<file path="src/rtl/hdmi_unpack_pkg.sv">
// Shared types and helpers for the HDMI pixel unpacker.
// Ratio and lane-width helpers keep the derivation in one place for every file.
package hdmi_unpack_pkg;

  // ARMED waits for a frame start with data ready; RUN streams pixels until reset.
  typedef enum logic {
    ARMED = 1'b0,
    RUN   = 1'b1
  } unpack_state_t;

  // Width of the saturating underflow counter.
  localparam int UFCNT_W = 16;

  // Pixels packed into one FIFO word (1, 2 or 4).
  function automatic int unpack_ratio(input int in_w, input int pix_w);
    return in_w / pix_w;
  endfunction

  // Lane counter width. RATIO=1 still gets a 1-bit counter so the vector is never
  // zero width; that bit is held at 0.
  function automatic int unpack_lane_w(input int ratio);
    return (ratio > 2) ? 2 : 1;
  endfunction

endpackage

</file>
<file path="src/rtl/hdmi_unpack_lane_mux.sv">
// Combinational lane select: picks one c_PIX_WIDTH pixel out of a packed
// c_IN_WIDTH word. Lane 0 is the least significant pixel.
module hdmi_unpack_lane_mux
  import hdmi_unpack_pkg::*;
#(
  parameter int c_IN_WIDTH  = 32,
  parameter int c_PIX_WIDTH = 16,
  parameter int c_LANE_W    = 1
) (
  input  logic [c_IN_WIDTH-1:0]  word,
  input  logic [c_LANE_W-1:0]    lane,
  output logic [c_PIX_WIDTH-1:0] pix
);

  localparam int RATIO = unpack_ratio(c_IN_WIDTH, c_PIX_WIDTH);

  // Unrolled compare-and-select; lane codes past RATIO-1 never occur.
  always_comb begin
    pix = '0;
    for (int i = 0; i < RATIO; i++) begin
      if (lane == c_LANE_W'(i)) begin
        pix = word[i*c_PIX_WIDTH +: c_PIX_WIDTH];
      end
    end
  end

endmodule

</file>
<file path="src/rtl/hdmi_pixel_unpack.sv">
// HDMI pixel unpacker: pops packed words from a show-ahead FIFO and emits one
// pixel per data-enable cycle, with syncs delayed to match the pixel latency.
// Optional feature: define HDMI_UNPACK_UFCNT_EN to build the saturating
// underflow counter; otherwise underflow_cnt is tied to 0.
//
// FIFO handshake: a word transfers on a cycle where fifo_vld & fifo_en are both
// high. fifo_data is valid whenever fifo_vld is high (show-ahead), fifo_en may be
// raised while fifo_vld is low (ignored by the FIFO), and fifo_en never depends
// combinationally on fifo_vld.
module hdmi_pixel_unpack
  import hdmi_unpack_pkg::*;
#(
  parameter int                     c_IN_WIDTH  = 32,
  parameter int                     c_PIX_WIDTH = 16,
  parameter logic [c_PIX_WIDTH-1:0] c_BLANK_PIX = '0
) (
  input  logic                   rd_clk,
  input  logic                   rd_rst,
  input  logic [c_IN_WIDTH-1:0]  fifo_data,
  input  logic                   fifo_vld,
  output logic                   fifo_en,
  input  logic                   de_i,
  input  logic                   hs_i,
  input  logic                   vs_i,
  output logic [c_PIX_WIDTH-1:0] pix_o,
  output logic                   de_o,
  output logic                   hs_o,
  output logic                   vs_o,
  output logic                   underflow,
  output logic [UFCNT_W-1:0]     underflow_cnt,
  output logic                   armed
);

  localparam int RATIO  = unpack_ratio(c_IN_WIDTH, c_PIX_WIDTH);
  localparam int LANE_W = unpack_lane_w(RATIO);
  localparam logic [LANE_W-1:0] LANE_LAST = LANE_W'(RATIO - 1);

  unpack_state_t state;
  unpack_state_t state_nxt;

  logic                   vs_q;
  logic                   vs_edge;
  logic                   run;
  logic                   pix_take;
  logic                   uf_nxt;
  logic [LANE_W-1:0]      lane;
  logic [LANE_W-1:0]      lane_eff;
  logic [LANE_W-1:0]      lane_step;
  logic [LANE_W-1:0]      lane_nxt;
  logic [c_PIX_WIDTH-1:0] lane_pix;
  logic [c_PIX_WIDTH-1:0] pix_nxt;

  // A frame starts on the rising edge of vsync.
  assign vs_edge = vs_i & ~vs_q;

  // State register.
  always_ff @(posedge rd_clk) begin
    if (rd_rst) begin
      state <= ARMED;
    end else begin
      state <= state_nxt;
    end
  end

  // Next state: arm into RUN only when a frame starts with data already waiting.
  always_comb begin
    state_nxt = state;
    if ((state == ARMED) && vs_edge && fifo_vld) begin
      state_nxt = RUN;
    end
  end

  // State-decoded outputs: pop on the last lane of a word, blank when no data.
  // The pop is held off during reset so a mid-line reset never consumes a word.
  always_comb begin
    run      = (state == RUN);
    armed    = run;
    fifo_en  = run & de_i & (lane_eff == LANE_LAST) & ~rd_rst;
    pix_take = run & de_i & fifo_vld;
    uf_nxt   = run & de_i & ~fifo_vld;
    pix_nxt  = pix_take ? lane_pix : c_BLANK_PIX;
  end

  // Lane tracking follows screen position: a frame start forces lane 0 for the
  // current cycle, and every RUN data-enable advances it even on underflow.
  always_comb begin
    lane_eff  = vs_edge ? '0 : lane;
    lane_step = (lane_eff == LANE_LAST) ? '0 : (lane_eff + LANE_W'(1));
    lane_nxt  = lane;
    if (vs_edge) begin
      lane_nxt = de_i ? lane_step : '0;
    end else if (run && de_i) begin
      lane_nxt = lane_step;
    end
  end

  hdmi_unpack_lane_mux #(
    .c_IN_WIDTH  (c_IN_WIDTH),
    .c_PIX_WIDTH (c_PIX_WIDTH),
    .c_LANE_W    (LANE_W)
  ) u_lane_mux (
    .word (fifo_data),
    .lane (lane_eff),
    .pix  (lane_pix)
  );

  // Lane counter, vsync history and the one-cycle output pipeline.
  always_ff @(posedge rd_clk) begin
    if (rd_rst) begin
      lane      <= '0;
      vs_q      <= 1'b0;
      pix_o     <= c_BLANK_PIX;
      de_o      <= 1'b0;
      hs_o      <= 1'b0;
      vs_o      <= 1'b0;
      underflow <= 1'b0;
    end else begin
      lane      <= lane_nxt;
      vs_q      <= vs_i;
      pix_o     <= pix_nxt;
      de_o      <= de_i;
      hs_o      <= hs_i;
      vs_o      <= vs_i;
      underflow <= uf_nxt;
    end
  end

`ifdef HDMI_UNPACK_UFCNT_EN
  logic [UFCNT_W-1:0] uf_cnt;

  // Count registered underflow pulses, sticking at all-ones.
  always_ff @(posedge rd_clk) begin
    if (rd_rst) begin
      uf_cnt <= '0;
    end else if (underflow && (uf_cnt != '1)) begin
      uf_cnt <= uf_cnt + UFCNT_W'(1);
    end
  end

  assign underflow_cnt = uf_cnt;
`else
  assign underflow_cnt = '0;
`endif

endmodule

</file>
<file path="config.mk">
export PLATFORM = sky130hd
export DESIGN_NAME = hdmi_pixel_unpack
export DESIGN_NICKNAME = d
export VERILOG_FILES = /design/src/rtl/hdmi_unpack_pkg.sv /design/src/rtl/hdmi_unpack_lane_mux.sv /design/src/rtl/hdmi_pixel_unpack.sv
export SDC_FILE = /design/constraint.sdc
export NUM_CORES = 1
export LEC_CHECK = 0
export ABC_CLOCK_PERIOD_IN_PS = 2370
export BUFFER_PORTS_ARGS = -buffer_cell sky130_fd_sc_hd__buf_4
export CORE_MARGIN = 2
export CORE_UTILIZATION = 43
export DETAILED_ROUTE_END_ITERATION = 16
export GPL_TIMING_DRIVEN = 0
export PLACE_DENSITY = 0.81
export SYNTH_ARGS = -nofsm -noshare
export SYNTH_HDL_FRONTEND = slang
export SYNTH_SLANG_ARGS = --single-unit
export TNS_END_PERCENT = 50
</file>
<file path="constraint.sdc">
create_clock -name rd_clk -period 2.37 [get_ports rd_clk]
set_input_delay 0.474 -clock rd_clk [delete_from_list [all_inputs] [get_ports rd_clk]]
set_output_delay 0.474 -clock rd_clk [all_outputs]
set_load 0.01 [all_outputs]
</file>
# Word level (Yosys, flattened, before mapping)
# Cells that the tools add are included.
word_totals:
  register_bits: 22
  inputBits: 38
  out_inout_bits: 38
  wordCells: 30
op_classes:
  add_sub_neg: 1
  n_mux: 6
  bitwise_logic: 11
  n_reduce_logical: 5
op_table:
  columns: ["operator", "count"]
  rows:
  - ["2-to-1 mux 16 bit", 1]
  - ["bitwise AND 1 bit", 6]
  - ["2-to-1 mux 1 bit", 5]
  - ["NOT 1 bit", 5]
  - ["logical AND 1 bit", 3]
  - ["nonzero test 2 bit", 1]
  - ["OR reduction 2 bit", 1]
  - ["adder 1 bit, second input constant", 1]

# Depth between registers and ports, before layout
logic_depth:
  ltp_word: 7
  depth_mapped: 5
  ltp_nobuf: 3

# Modules after synthesis
# A second synthesis with hierarchy kept.
hier_totals:
  hier_cells: 90
  hier_area_um2: 1028.5
modules_own_cells:
  columns: ["mod", "instances", "cells_per_inst", "area_per_inst_um2", "seq_area_each_um2"]
  rows:
  - ["hdmi_pixel_unpack", 1, 72, 779.5, 440.4]
  - ["hdmi_unpack_lane_mux", 1, 18, 249.0, 0.0]

# Least setup slack after synthesis
# Ideal clock, no wire load.
synth_timing:
  path_kind: "in2out"
  startpoint: "input port vs_i"
  endpoint: "output port fifo_en"
  t_arrival_ns: 1.155
  required_time_ns: 1.896
  slack_ns: 0.741
  cell_stages: 4
  n_path_buf: 2
  path_cell_list: "nor2b_4 > buf_6 > buf_6 > nor4_2"
synth_via:
  elab_chain_cells: 4
synth_lines:
  columns: ["element", "line_no", "source"]
  rows:
  - ["start: declaration", "hdmi_pixel_unpack.sv:24", "input logic vs_i,"]
  - ["bitwise AND 1 bit", "hdmi_pixel_unpack.sv:54", "assign vs_edge = vs_i & ~vs_q;"]
  - ["2-to-1 mux 1 bit", "hdmi_pixel_unpack.sv:87", "lane_eff = vs_edge ? '0 : lane;"]
  - ["bitwise AND 1 bit (2 in a row)", "hdmi_pixel_unpack.sv:78", "fifo_en = run & de_i & (lane_eff == LANE_LAST) & ~rd_rst;"]
  - ["end: declaration", "hdmi_pixel_unpack.sv:21", "output logic fifo_en,"]
# No other way between the ends.

# Worst setup path in the final report
layout_timing:
  startpoint: "register lane"
  endpoint: "output port fifo_en"
layout_via:
  elab_chain_cells: 3
layout_lines:
  columns: ["element", "line_no", "source"]
  rows:
  - ["start: declaration", "hdmi_pixel_unpack.sv:46", "logic [LANE_W-1:0] lane;"]
  - ["start signal: assignment", "hdmi_pixel_unpack.sv:118", "lane <= lane_nxt;"]
  - ["2-to-1 mux 1 bit", "hdmi_pixel_unpack.sv:87", null]
  - ["bitwise AND 1 bit (2 in a row)", "hdmi_pixel_unpack.sv:78", null]
# No other way between the ends.

==> metrics.md <==
| Metric | Value |
|---|---|
| Core region area | `2430 sq um` |
| Starting Density | `0.443` |
| Clock skew | `0.00792 ns` |
| DIE WIDTH | `54.1 microns` |
| Switch share | `0.257` |
| Leak | `0.771 nW` |
| Setup bufs post-CTS | `0` |
| Ys Warns | `0` |
| Buffers on Ports | `59` |
| Mean post-synth cell area | `9.71 sq um` |
| Post-route clock period utilization | `0.826` |
| # setup viols final | `0` |
| CTS tree | `yes` |
| CP Capture Type | `output port` |
| Final instance area | `1640 sq um` |
| Mapped Area | `1080 sq um` |
| Minimum clock period | `1.96 ns` |
| Combinational power share | `0.247` |
| Net Sw Power | `0.184 mW` |
| Post-route ant nets | `0` |
| Register share of total power | `0.533` |
| Gpl congestion | `0.649` |
| Clock group share of total power | `0.221` |
| CTS sink cnt | `22` |
| Total Neg Setup Slack | `0 ns` |
| DP Wirelength | `2070 microns` |
| Pin count of the biggest net entering global routing | `12` |
| Unrepaired setup endpoints after global routing | `no` |
| Max Clock Freq | `0.511 GHz` |
| Vias per inst | `4.61` |
| R2r setup slk | `1.28 ns` |
| Clk slew on worst S/H paths | `0.11 ns` |
| Max-Cap Viols | `0` |
| Syn Inst Count | `111` |
| Area Growth Syn to Fin | `51.9%` |
| Die ar. | `2920 sq um` |
| Filler cells | `191` |
| Drt drc | `0` |
| Num CTS Buffers | `3` |
| Global-route wire length before repair | `3840 microns` |
| # rows | `18` |
| Final net count | `228` |
| Synth area leaders | `dfxtp_1, buf_4, a21oi_2, nand3_1, o21ai_2` |
| CTS Buffer Depth | `2` |
| Die Height | `54.1 microns` |
| Synth cell types | `21` |
| First-pass detailed-route iteration total | `4` |
| Root Buffer | `clkbuf_4` |
| Area leader, netlist | `dfxtp_1` |
| Fin. Hold Viols | `0` |
| Cell area after placement | `1610 sq um` |
| Initial DRC Count | `8` |
| Arrival @ worst endpoint | `1.48 ns` |
| Final hold slack | `0.362 ns` |
| Internal power | `0.532 mW` |
| Overall Global Routing Usage | `0.182` |
| Initial antenna violation count | `0` |
| Yosys top cell area share | `0.409` |
| Worst-skew pair later-pin latency | `0.29 ns` |
| Hold_buf cts | `0` |
| Fraction of layout cells with a size suffix above 1 | `0.580` |
| PD cells | `438 nW/um^2` |
| Run status | `finished, final reports clean` |
| Avg WL per Cell | `12.0 microns` |
| H-tree Lvls | `1` |
| Synthesis-stage register bit count | `22` |
| Vias in the first global route | `941` |
| Routed vias | `1,006` |
| Cts repair resizes | `0` |
| Startpoint types | `flop` |
| Hold Crit Class | `in -> reg` |
| Total congestion overflow | `0` |
| Register area share after synthesis | `0.409` |
| Critical path class | `reg -> out` |
| I/O pin total | `76` |
| Number of diodes | `0` |
| Worst path required time | `1.90 ns` |
| Max Fanout on Critical Path | `10` |
| Post-Route WL | `2610 microns` |
| Pins Over Slew Limit | `0` |
| Maximum VDD drop | `0.387 mV` |
## layout by cell type, fill, tap and decap left out
| master | n |
|---|---|
| o21ai_1 | 8 |
| nand3_4 | 1 |
| a21oi_1 | 8 |
| dfxtp_1 | 22 |
| buf_2 | 1 |
| conb_1 | 16 |
| inv_4 | 1 |
| nand2_1 | 1 |
| a21oi_2 | 10 |
| buf_6 | 5 |
| nor2b_4 | 2 |
| nor2b_1 | 3 |
| buf_4 | 76 |
| nor3_1 | 1 |
| buf_8 | 1 |
| clkbuf_4 | 3 |
| nand2b_1 | 1 |
| o21ai_2 | 8 |
| o21ai_0 | 1 |
| nand3_1 | 17 |
| nor2_1 | 1 |
| nor4_2 | 1 |
## power groups by stage
stage	clock, mW	sequential [mW]	combinational [mW]
after floorplan	0	0.393	0.0992
after global placement	0	0.390	0.172
after detailed placement	0	0.390	0.176
after CTS	0.163	0.382	0.176
after global routing	0.179	0.383	0.192
final	0.158	0.382	0.177
## path summary, 6_finish.rpt
kind | start | end | cells past startpoint
setup reg to reg | vs_q | pix_o[1] | 5
hold / removal | fifo_vld | underflow | 2
hold reg to reg | armed | armed | 2
setup / recovery | lane | fifo_en | 5
## worst max-delay path, cell delays in order (launching register included)
cell	delay [ns]
dfxtp_1	0.32
buf_4	0.17
inv_4	0.07
buf_6	0.16
nor4_2	0.29
buf_4	0.17
## per-layer routing
layer,GRT usage,wire [microns],up-vias
met3,0.0306,209,6
li1,-,-,507
met2,0.327,1320,46
met4,0.121,59,0
met1,0.193,1020,447
met5,0,0,-
## layout make-up
cell class / count / area (sq um) / share of cell area
inverters: 1 / 6.26 / 0.00382
well taps: 30 / 37.5 / 0.0229
flip-flops and latches: 22 / 440 / 0.269
repair buffers: 59 / 443 / 0.271
multi-input cells: 79 / 483 / 0.295
plain buffers: 24 / 204 / 0.125
clock buffers: 3 / 22.5 / 0.0138
## state kept, by name (all words and copies together) (netlist names)
register and count:
vs_q 1, underflow 1, pix_o 16, armed 1
hs_o 1, lane 1, de_o 1
## synthesized netlist by cell type
master	instances
o21ai_2	8
nand3_4	1
nor4_2	1
o21ai_1	8
a21oi_2	10
buf_8	1
a21oi_1	8
buf_6	5
conb_1	1
o21ai_0	1
buf_4	17
nor3_1	1
nor2b_1	3
nand2_1	1
nor2b_4	2
inv_4	1
buf_2	1
dfxtp_1	22
nor2_1	1
nand3_1	17
nand2b_1	1
## cell families after synthesis
logic type | count (synthesis) | share of synthesized area
flops | 22 | 0.409
simple gates | 28 | 0.167
compound gates | 35 | 0.225
other cells | 1 | 0.00348
buf+inv | 25 | 0.195
## through the flow
step / instances / util / power (mW) / setup WS [ns]
after floorplan: 126 / - / 0.492 / 0.741
after CTS: 218 / 0.673 / 0.721 / 0.402
final: 218 / 0.673 / 0.716 / 0.411
after detailed placement: 215 / 0.664 / 0.566 / 0.500
after global routing: 218 / 0.673 / 0.754 / 0.331
after global placement: 215 / 0.664 / 0.561 / 0.517
(Power assumes the default switching activity.)
